<file path="src/rtl/front_panel_scanner.sv">
// Row-multiplexed LED matrix scanner with blanking dead-time, global PWM dimming
// and a once-per-frame snapshot of the displayed machine state.
module front_panel_scanner #(
    parameter int ROWS     = 5,
    parameter int COLS     = 8,
    parameter int DIV      = 256,
    parameter int BLANK    = 16,
    parameter int PWM_BITS = 4
) (
    input  logic                   clk,
    input  logic                   resetn,
    input  logic                   enable,
    input  logic [PWM_BITS-1:0]    brightness,
    input  logic                   lamp_test,
    input  logic [ROWS*COLS-1:0]   row_data,
    output logic                   frame_start,
    output logic [ROWS-1:0]        led_row,
    output logic [COLS-1:0]        led_col
);

    localparam int RW = (ROWS > 1) ? $clog2(ROWS) : 1;
    localparam int SW = (DIV > 1) ? $clog2(DIV) : 1;
    localparam logic [SW-1:0] SLOT_LAST   = SW'(DIV - 1);
    localparam logic [SW-1:0] SLOT_BLANK  = SW'(BLANK);
    localparam logic [RW-1:0] ROW_LAST    = RW'(ROWS - 1);

    typedef enum logic [0:0] {
        ST_IDLE = 1'b0,
        ST_SCAN = 1'b1
    } state_t;

    // PWM compare: full-scale brightness must never show a dark sub-slot.
    function automatic logic pwm_lit(input logic [PWM_BITS-1:0] cnt,
                                     input logic [PWM_BITS-1:0] bright);
        return (&bright) | (cnt < bright);
    endfunction

    function automatic logic [COLS-1:0] row_bits(input logic [ROWS*COLS-1:0] flat,
                                                 input logic [RW-1:0]        r);
        logic [COLS-1:0] res;
        res = {COLS{1'b0}};
        for (int i = 0; i < ROWS; i++) begin
            if (r == RW'(i)) begin
                res = flat[i*COLS +: COLS];
            end else begin
                res = res;
            end
        end
        return res;
    endfunction

    logic [1:0]            rst_sync_q;
    logic                  rst_n_s;
    state_t                state_q, state_d;
    logic [RW-1:0]         row_q, row_d;
    logic [SW-1:0]         slot_q, slot_d;
    logic [PWM_BITS-1:0]   pwm_q, pwm_d;
    logic [ROWS*COLS-1:0]  shadow_q, shadow_d;
    logic                  frame_start_q, frame_start_d;
    logic [ROWS-1:0]       led_row_q, led_row_d;
    logic [COLS-1:0]       led_col_q, led_col_d;
    logic                  on_phase_s;

    // Reset synchronizer: asserts asynchronously, releases on clk.
    always_ff @(posedge clk or negedge resetn) begin
        if (!resetn) begin
            rst_sync_q <= 2'b00;
        end else begin
            rst_sync_q <= {rst_sync_q[0], 1'b1};
        end
    end

    assign rst_n_s    = rst_sync_q[1];
    assign on_phase_s = (state_q == ST_SCAN) && (slot_q >= SLOT_BLANK);

    // Next-state logic for scan position, PWM phase and frame snapshot.
    always_comb begin
        state_d       = state_q;
        row_d         = row_q;
        slot_d        = slot_q;
        pwm_d         = pwm_q;
        shadow_d      = shadow_q;
        frame_start_d = 1'b0;
        case (state_q)
            ST_IDLE: begin
                row_d  = {RW{1'b0}};
                slot_d = {SW{1'b0}};
                pwm_d  = {PWM_BITS{1'b0}};
                if (enable) begin
                    state_d       = ST_SCAN;
                    shadow_d      = row_data;
                    frame_start_d = 1'b1;
                end else begin
                    state_d = ST_IDLE;
                end
            end
            ST_SCAN: begin
                if (!enable) begin
                    state_d = ST_IDLE;
                    row_d   = {RW{1'b0}};
                    slot_d  = {SW{1'b0}};
                    pwm_d   = {PWM_BITS{1'b0}};
                end else begin
                    if (slot_q == SLOT_LAST) begin
                        slot_d = {SW{1'b0}};
                        if (row_q == ROW_LAST) begin
                            row_d         = {RW{1'b0}};
                            shadow_d      = row_data;
                            frame_start_d = 1'b1;
                        end else begin
                            row_d = row_q + 1'b1;
                        end
                    end else begin
                        slot_d = slot_q + 1'b1;
                    end
                    // Hold PWM at zero through blanking so each on phase starts at 0.
                    if (on_phase_s && (slot_q != SLOT_LAST)) begin
                        pwm_d = pwm_q + 1'b1;
                    end else begin
                        pwm_d = {PWM_BITS{1'b0}};
                    end
                end
            end
            default: begin
                state_d = ST_IDLE;
                row_d   = {RW{1'b0}};
                slot_d  = {SW{1'b0}};
                pwm_d   = {PWM_BITS{1'b0}};
            end
        endcase
    end

    // Output decode from the current scan position; registered below.
    always_comb begin
        led_row_d = {ROWS{1'b0}};
        led_col_d = {COLS{1'b1}};
        if (on_phase_s) begin
            led_row_d = ROWS'(1) << row_q;
            if (pwm_lit(pwm_q, brightness)) begin
                led_col_d = lamp_test ? {COLS{1'b0}} : ~row_bits(shadow_q, row_q);
            end else begin
                led_col_d = {COLS{1'b1}};
            end
        end else begin
            led_row_d = {ROWS{1'b0}};
            led_col_d = {COLS{1'b1}};
        end
    end

    // Scan state registers.
    always_ff @(posedge clk or negedge rst_n_s) begin
        if (!rst_n_s) begin
            state_q  <= ST_IDLE;
            row_q    <= {RW{1'b0}};
            slot_q   <= {SW{1'b0}};
            pwm_q    <= {PWM_BITS{1'b0}};
            shadow_q <= {(ROWS*COLS){1'b0}};
        end else begin
            state_q  <= state_d;
            row_q    <= row_d;
            slot_q   <= slot_d;
            pwm_q    <= pwm_d;
            shadow_q <= shadow_d;
        end
    end

    // Output registers; reset drives the panel dark immediately.
    always_ff @(posedge clk or negedge rst_n_s) begin
        if (!rst_n_s) begin
            frame_start_q <= 1'b0;
            led_row_q     <= {ROWS{1'b0}};
            led_col_q     <= {COLS{1'b1}};
        end else begin
            frame_start_q <= frame_start_d;
            led_row_q     <= led_row_d;
            led_col_q     <= led_col_d;
        end
    end

    assign frame_start = frame_start_q;
    assign led_row     = led_row_q;
    assign led_col     = led_col_q;

endmodule

</file>
<file path="config.mk">
export PLATFORM = sky130hd
export DESIGN_NAME = front_panel_scanner
export DESIGN_NICKNAME = d
export VERILOG_FILES = /design/src/rtl/front_panel_scanner.sv
export SDC_FILE = /design/constraint.sdc
export NUM_CORES = 1
export LEC_CHECK = 0
export CAP_MARGIN = 10
export CELL_PAD_IN_SITES_DETAIL_PLACEMENT = 2
export CELL_PAD_IN_SITES_GLOBAL_PLACEMENT = 2
export CORE_MARGIN = 4
export CORE_UTILIZATION = 35
export CTS_CLUSTER_SIZE = 24
export DETAILED_ROUTE_END_ITERATION = 7
export GPL_ROUTABILITY_DRIVEN = 0
export HOLD_SLACK_MARGIN = 0.08
export MAX_ROUTING_LAYER = met4
export PLACE_DENSITY_LB_ADDON = 0.15
export RECOVER_POWER = 50
export SLEW_MARGIN = 15
export SYNTH_ARGS = -nofsm -noshare
export SYNTH_HDL_FRONTEND = slang
export SYNTH_SLANG_ARGS = --single-unit
export TNS_END_PERCENT = 50
</file>
<file path="constraint.sdc">
create_clock -name clk -period 2.56 [get_ports clk]
set_clock_uncertainty 0.1 [all_clocks]
set_input_delay 0.256 -clock clk [delete_from_list [all_inputs] [get_ports clk]]
set_output_delay 0.256 -clock clk [all_outputs]
set_load 0.1 [all_outputs]
</file>
# After elaboration in Yosys (flattened, before gate mapping)
# Cells that the tools add are included.
[totals]
in_bits = 48
out_inout_bits = 14
regBits = 72
[op_classes]
n_reduce_logical = 5
n_lt_le_gt_ge = 2
muxes = 31
n_addsub = 3
eq_ne = 11
shift = 1
n_bitwise = 3
[op_table]
columns = ["operator", "count"]
rows = [
  ["two-way mux 40 bit", 4],
  ["two-way mux 8 bit", 12],
  ["case mux 40 bit (2 select lines)", 1],
  ["case mux 8 bit (2 select lines)", 1],
  ["two-way mux 3 bit", 3],
  ["adder 8 x 1 -> 8 bit, second input constant", 1],
  ["equality test 8 bit, second input constant", 1],
  [">= comparator 8 x 5 -> 1 bit, second input constant", 1],
  ["two-way mux 4 bit", 2],
  ["!= test 8 bit, second input constant", 1],
  ["inverter 8 bit", 1],
  ["case mux 4 bit (2 select lines)", 1],
  ["AND reduction 4 bit", 2],
  ["equality test 3 x 2 -> 1 bit, second input constant", 2],
  ["case mux 3 bit (2 select lines)", 1],
  ["two-way mux 5 bit", 1],
  ["<< shifter 1 x 3 -> 5 bit, first input constant", 1],
  ["adder 4 x 1 -> 4 bit, second input constant", 1],
  ["< comparator 4 bit", 1],
  ["two-way mux 1 bit", 4],
  ["!= test 2 x 1 -> 1 bit, second input constant", 2],
  ["!= test 2 bit, second input constant", 2],
  ["adder 3 x 1 -> 3 bit, second input constant", 1],
  ["equality test 3 x 1 -> 1 bit, second input constant", 1],
  ["other kinds (7)", 8],
]

# Logic depth before layout (Yosys ltp)
# Gate-level depths: netlist of the first run.
[logic_depth]
ltp_word = 12
mapped_depth = 8

# Worst setup path after synthesis of the first run
# OpenSTA, ideal clock, no wires.
[synth_timing]
path_kind = "reg-to-reg"
from = "register row_q[0]"
to = "register shadow_q[0]"
n_path_buf = 2
t_arrival_ns = 1.758
synth_period_minus_slack_ns = 1.983
path_stages_with_launch = 9
slack_ns = 0.577
cell_sequence = "dfrtp_1 inv_1 ha_1 and2_1 buf_4 nand3_4 a21boi_4 buf_12 mux2_4"
[synth_via]
elab_chain_cells = 3
[synth_lines]
columns = ["element", "line", "rtl"]
rows = [
  ["start: declaration", "55", "logic [RW-1:0] row_q, row_d;"],
  ["start signal: assignment", "154", "row_q <= {RW{1'b0}};"],
  ["start signal: assignment", "160", "row_q <= row_d;"],
  ["equality test 3 bit", "106", "if (row_q == ROW_LAST) begin"],
  ["!= test 2 x 1 -> 1 bit (no line)", "--", ""],
  ["AND reduction 4 bit (no line)", "--", ""],
  ["end signal: assignment", "157", "shadow_q <= {(ROWS*COLS){1'b0}};"],
  ["end signal: assignment", "163", "shadow_q <= shadow_d;"],
  ["end: declaration", "58", "logic [ROWS*COLS-1:0] shadow_q, shadow_d;"],
]
# No other way between the ends.
# A chain may end at the register's enable or synchronous reset.

# Final worst setup path of the first run
[layout_timing]
from = "register row_q[1]"
to = "register led_col_q[2] (netlist: led_col[2])"
[layout_via]
elab_chain_cells = 12
[layout_lines]
columns = ["element", "line", "rtl"]
rows = [
  ["logical NOT 3 bit", "43", "if (r == RW'(i)) begin"],
  ["two-way mux 8 bit (4 in series)", "43", ""],
  ["two-way mux 8 bit *", "43", ""],
  ["two-way mux 8 bit *", "139", "if (pwm_lit(pwm_q, brightness)) begin"],
  ["two-way mux 8 bit *", "137", "if (on_phase_s) begin"],
  ["inverter 8 bit *", "140", "led_col_d = lamp_test ? {COLS{1'b0}} : ~row_bits(shadow_q, row_q);"],
  ["two-way mux 8 bit *", "140", ""],
  ["two-way mux 8 bit *", "139", ""],
  ["two-way mux 8 bit *", "137", ""],
  ["net led_col_d[2]", "61", "logic [COLS-1:0] led_col_q, led_col_d;"],
  ["end signal: assignment", "172", "led_col_q <= {COLS{1'b1}};"],
  ["end signal: assignment", "176", "led_col_q <= led_col_d;"],
  ["end: declaration", "61", ""],
]
# Mark *: on every way through the listed nets, which the timed path passes. The rest lies on a longest branch. The select of a mux whose other input is x is not followed.

==> results of run 1 <==
==> flip-flops by register name (all words and copies together) (netlist names) <==
register and flops:
state_q 1, frame_start 1, led_row 5, led_col 8
shadow_q 40, slot_q 8, row_q 3, pwm_q 4
rst_sync_q 2
==> worst register-to-register path, delay by kind of cell (launching register included) <==
kind,cells,cell delay [ns]
AO/OA/AOI/OAI,2,0.75
AND/OR/NAND/NOR,2,0.24
buffers and inverters,1,0.09
adder cells (fa/ha/maj),1,0.52
flip-flops,1,0.42
==> cells by family after synthesis <==
family / synth area share (%)
adders and majority gates: 4.00
and+or+nand+nor: 12.2
other: 0.109
buffers and inverters: 4.18
xor gates and xnor gates: 2.04
muxes: 17.6
AOI/OAI and AO/OA: 7.13
DFF: 52.7
==> power groups by stage <==
stage	registers [mW]	logic, mW	clock network [mW]
4_1_cts	1.31	0.350	0.948
6_report	1.31	0.340	0.913
2_1_floorplan	1.32	0.217	0
3_5_place_dp	1.33	0.344	0
5_1_grt	1.32	0.367	1.01
3_3_place_gp	1.32	0.336	0
==> layout by cell type, fill, tap and decap left out, types with 2 or more instances in the layout <==
| master | count |
|---|---|
| dfstp_2 | 8 |
| and3_1 | 3 |
| buf_4 | 16 |
| mux2_4 | 39 |
| nor2b_1 | 17 |
| nor3_1 | 12 |
| clkbuf_1 | 4 |
| o31ai_1 | 8 |
| a221oi_1 | 8 |
| clkinv_2 | 2 |
| xnor2_1 | 2 |
| clkbuf_8 | 11 |
| nor2_1 | 27 |
| nand2_1 | 8 |
| ha_1 | 11 |
| a21oi_1 | 11 |
| nand4_1 | 3 |
| dfrtp_1 | 64 |
| dlygate4sd3_1 | 3 |
| and2_1 | 4 |
| inv_1 | 10 |
| xor2_1 | 6 |
| nand3_1 | 5 |
| clkdlybuf4s50_1 | 45 |
==> metal layers <==
layer	share of wire, %	track usage [%]
met1	46	21.3
met2	48	25.0
met3	4.2	4.52
met4	1.8	5.75
met5	0	-
==> worst min path at each step <==
stage                  start            end  slack (ns)  depth (start not counted)
2_1_floorplan         resetn  rst_sync_q[0]       -0.14                          0
3_3_place_gp   rst_sync_q[1]      slot_q[4]        0.20                          0
3_5_place_dp   rst_sync_q[1]      slot_q[2]        0.22                          0
4_1_cts        rst_sync_q[1]      slot_q[5]        0.23                          0
5_1_grt        rst_sync_q[0]  rst_sync_q[1]        0.27                          0
6_report       rst_sync_q[0]  rst_sync_q[1]        0.26                          0
==> synth_stat cells, drive strengths merged <==
cell type	number
dfrtp	64
nor2	27
xnor2	2
and2	4
dfstp	8
and4	1
nand3	6
a21o	1
o21ai	1
mux2i	1
inv	10
conb	1
a21oi	11
buf	6
a31oi	1
nor3	12
ha	11
nor2b	17
nand4	3
mux2	40
xor2	6
a221oi	8
o31ai	8
nand2	8
or3	1
clkbuf	4
o41ai	1
a21boi	1
and3	3
==> final cells by class <==
type	count	area [um^2]	area share, %
sequential	72	1810	41.9
multi-input combinational	175	1480	34.3
timing repair buffer	68	633	14.6
tap	129	161	3.73
clock buffer	13	159	3.67
clock inverter	3	40.0	0.926
inverter	10	37.5	0.868
==> repair_timing <==
action,CTS,global route
hold buffers,1,0
setup endpoints to repair,0,0
endpoints found under the hold margin,2,0
==> summary.md, run 1 <==
| Metric | Value |
|---|---|
| DRC viols | 0 |
| CTS tree | built |
| Dpl cells | 453 |
| Hold Crit Class | register to register |
| Vias per cell | 4.81 |
| Clk Latency, worst-skew pair | 0.36 ns |
| Largest delay contributor family on the critical path | compound AO/OA/AOI/OAI gates |
| Crit path launch type | register |
| Final Setup Violations | 0 |
| Power Density | 592 nW/um^2 |
| Die W | 107 um |
| Mapped Cells | 267 |
| Slew Limit Fails | 0 |
| Worst R2R Path Depth | 6 |
| Global-route wire length before repair | 13.8 mm |
| Worst-path clk slew | 0.07 ns |
| GRT Util Overall | 16.5% |
| Final Hold Fails | 0 |
| Crit. End Element | register |
| Worst vdd ir | 0.437 mV |
| Relative max-transition margin | 21.8% |
| CP peak stage delay | 0.52 ns |
| Synth unique cells | 33 |
| Crit path DAT | 2.38 ns |
| Reg power frac | 51.0% |
| Crit path max fanout | 17 |
| Reg-to-reg startpoint | row_q[1] |
| Vias in the first global route | 2,504 |
| Worst Path Buf+Inv | 1 |
| Yosys Warn Count | 0 |
| Fin cells | 470 |
| R2r setup slk | 0.33 ns |
| Num ports | 62 |
| Yosys top cell by area | dfrtp_1 |
| Initial core utilization | 36.5% |
| Critical path's slowest cell | ha_1 |
| Critical R2R Capture | led_col[2] |
| Sw Ratio | 23.3% |
| Final instance area | 4320 um^2 |
| Net switching power figure | 0.597 mW |
| Syn Nets | 326 |
| Crit. path cell count | 6 |
| Final net count | 395 |
| Status | finished, final reports clean |
| CTS Root Cell | clkbuf_8 |
| CP Cell Sequence | inv_1 > ha_1 > nor2b_1 > a221oi_1 > nor3_1 > o31ai_1 |
| Maxcap violations | 0 |
| Sequential share of the synthesized area | 52.7% |
| Combinational Power Share | 13.3% |
| Leakage | 1.93 nW |
| Die H | 107 um |
| Area of placed instances | 4140 um^2 |
| Worst EP required | 2.71 ns |
| Worst setup path endpoint | led_col[2] |
| Main area contributors after synthesis | dfrtp_1, mux2_4, dfstp_2, ha_1, nor2b_1 |
| Area of the die | 11,500 um^2 |
| WHS | 0.257 ns |
| WS Path Type | register to register |
| RSZ-0062 raised after global routing | no |
| Achievable frequency | 449 MHz |
| Residual overflow from global routing | 0 |
| Number of buffers created by CTS | 9 |
| Resized Gates After CTS | 0 |
| Maximum root-to-sink buffer count | 2 |
| Final WL | 8.55 mm |
| FP Rows | 35 |
| Worst Setup Slack, final | 0.331 ns |
| Int Pwr | 1.96 mW |
| # fillers | 953 |
| IO Port Bufs | 61 |
| Power Total | 2.56 mW |
| Largest net degree at the start of global routing | 42 |
| Post-synth top area share | 46.6% |
| Initial antenna violation count | 0 |
| Post-route ant nets | 0 |
| Mapped cell area | 3440 um^2 |
| Core area | 9420 um^2 |
| Hpwl dp | 6.17 mm |
| Yosys reg bits | 72 |
| Worst-Margin Slew | 1.18 ns |
| Clock power share | 35.7% |
| Drt pass-1 iters | 4 |
| Avg Cell Area, Syn | 12.9 um^2 |
| Antenna diode count | 0 |
| DR iter-0 viols | 39 |
| Avg WL per Cell | 18.2 um |
| Final Cycle Share | 87.1% |
| DP Worst Slack | 0.331 ns |
| Final design utilization | 45.9% |
| Layout cells sized above 1 | 24.3% |
| Clk sinks | 72 |
| Crit path from | row_q[1] |
| Area growth syn-to-layout | 25.7% |
| Final TNS setup | 0 ns |
| Routed vias | 2,262 |
| H-tree Lvls | 3 |
| Final min period | 2.23 ns |
| Number of setup buffers added after CTS | 0 |
Power figures use the tool's default switching activity.
==> inputs of run 2 (changes only) <==
- GPL_TIMING_DRIVEN: not set -> 0
==> run 2 against run 1 <==
- highest routed layer unchanged
- first-iteration DRC count shrank 5.1%
- critical path type is now register to output port
- largest power group unchanged
- final cell count grew 0.85%
- critical path depth shrank 5
- fmax shrank 6.1%
- total power shrank 0.62%
==> summary.md, run 2 (synthesis gave the netlist of run 1 again) <==
| Metric | Value |
|---|---|
| Status | finished, final reports clean |
| Final Cycle Share | 92.7% |
| Drt pass-1 iters | 4 |
| FP Rows | 35 |
| Worst-Margin Slew | 1.37 ns |
| Maxcap violations | 0 |
| Final Setup Violations | 0 |
| Crit path max fanout | 1 |
| Hold_sp | lamp_test |
| Most common cell after layout, fill and taps aside | dfrtp_1 |
| CP Cell Sequence | clkdlybuf4s50_1 |
| Area of the die | 11,500 um^2 |
| Power Density | 577 nW/um^2 |
| Routed vias | 2,305 |
| Clk sinks | 72 |
| Worst vdd ir | 0.313 mV |
| IO Port Bufs | 60 |
| Final design utilization | 46.8% |
| Achievable frequency | 421 MHz |
| Number of setup buffers added after CTS | 0 |
| CTS tree | built |
| Largest net degree at the start of global routing | 39 |
| Leakage | 1.94 nW |
| Final instance area | 4410 um^2 |
| Final min period | 2.37 ns |
| Hpwl dp | 6.57 mm |
| Final WL | 8.89 mm |
| CP peak stage delay | 1.14 ns |
| Layout cells sized above 1 | 21.4% |
| Area growth syn-to-layout | 28.2% |
| Worst Path Buf+Inv | 1 |
| Hold Crit Class | input pin to register |
| Avg WL per Cell | 18.8 um |
| Antenna diode count | 0 |
| Crit. End Element | output port |
| WHS | 0.221 ns |
| Vias per cell | 4.86 |
| CTS Root Cell | clkbuf_8 |
| WS Path Type | register to output port |
| Area of placed instances | 4230 um^2 |
| DR iter-0 viols | 37 |
| Die W | 107 um |
| Vias in the first global route | 2,613 |
| Most frequent cells in the layout | dfrtp_1, clkdlybuf4s50_1, mux2_4, nor2_1, nor2b_1 |
| Largest delay contributor family on the critical path | buffers and inverters |
| Critical path's slowest cell | clkdlybuf4s50_1 |
| Dpl cells | 457 |
| Fin cells | 474 |
| Crit path from | led_col[3] |
| Maximum root-to-sink buffer count | 2 |
| Residual overflow from global routing | 0 |
| Largest register by flop count | shadow_q |
| Final net count | 399 |
| Num ports | 62 |
| Relative max-transition margin | 8.60% |
| Initial core utilization | 36.5% |
| Max reg flops | 40 |
| Global-route wire length before repair | 14.4 mm |
| Crit path DAT | 2.02 ns |
| Post-route ant nets | 0 |
| RSZ-0062 raised after global routing | no |
| Number of buffers created by CTS | 9 |
| Final Hold Fails | 0 |
| Worst EP required | 2.20 ns |
| Slew Limit Fails | 0 |
| Die H | 107 um |
| Initial antenna violation count | 0 |
| Crit path launch type | register |
| Power Total | 2.54 mW |
| Core area | 9420 um^2 |
| DRC viols | 0 |
| Clk Latency, worst-skew pair | 0.34 ns |
| GRT Util Overall | 17.0% |
| H-tree Lvls | 3 |
| Reg-to-reg startpoint | row_q[0] |
| Worst-path clk slew | 0.08 ns |
-- run 2: path summary, 6_finish.rpt --
check                                end  slack [ns]  cells past startpoint
max                           led_col[3]        0.19                      1
min                           led_col[1]        0.22                      2
max reg2reg                 shadow_q[35]        0.35                      8
min reg2reg                rst_sync_q[1]        0.27                      0
max in group asynchronous     led_col[6]        0.56                      1
min in group asynchronous     led_row[0]        0.48                      0
-- run 2: report_power, final --
part           internal (mW)  switching, mW  leakage [nW]
combinational          0.233          0.116         0.965
clock                  0.445          0.445        0.0920
sequential              1.23         0.0685         0.880
-- run 2: cell type report --
class | instances | area [um^2]
Timing Repair Buffer | 62 | 618
Sequential cell | 72 | 1810
Clock buffer | 10 | 128
Inverter | 10 | 37.5
Clock inverter | 6 | 60.1
Multi-Input combinational cell | 175 | 1490
Tap cell | 129 | 161
Fill cell | 933 | 5010
Buffer | 10 | 106
-- run 2: through the flow --
step | worst slack [ns] | TNS [ns]
CTS | 0.144 | 0
finish | 0.186 | 0
floorplan | 0.320 | 0
global route | 0.0583 | 0
global placement | -0.600 | -37.02
detailed placement | 0.253 | 0
-- run 2: timing repair --
| action | 4_1_cts | 5_1_grt |
|---|---|---|
| hold endpoints to repair | 2 | 0 |
| gates resized for setup | 0 | 1 |
| hold buffers | 1 | 0 |
| setup endpoints to repair | 0 | 1 |
-- run 2: layer usage --
layer | wire, um | up-vias | track usage [%]
met5 | 0 | - | -
met4 | 133 | 0 | 4.93
met3 | 379 | 10 | 4.03
met2 | 4320 | 49 | 27.1
met1 | 4060 | 1173 | 21.6
li1 | - | 1073 | -
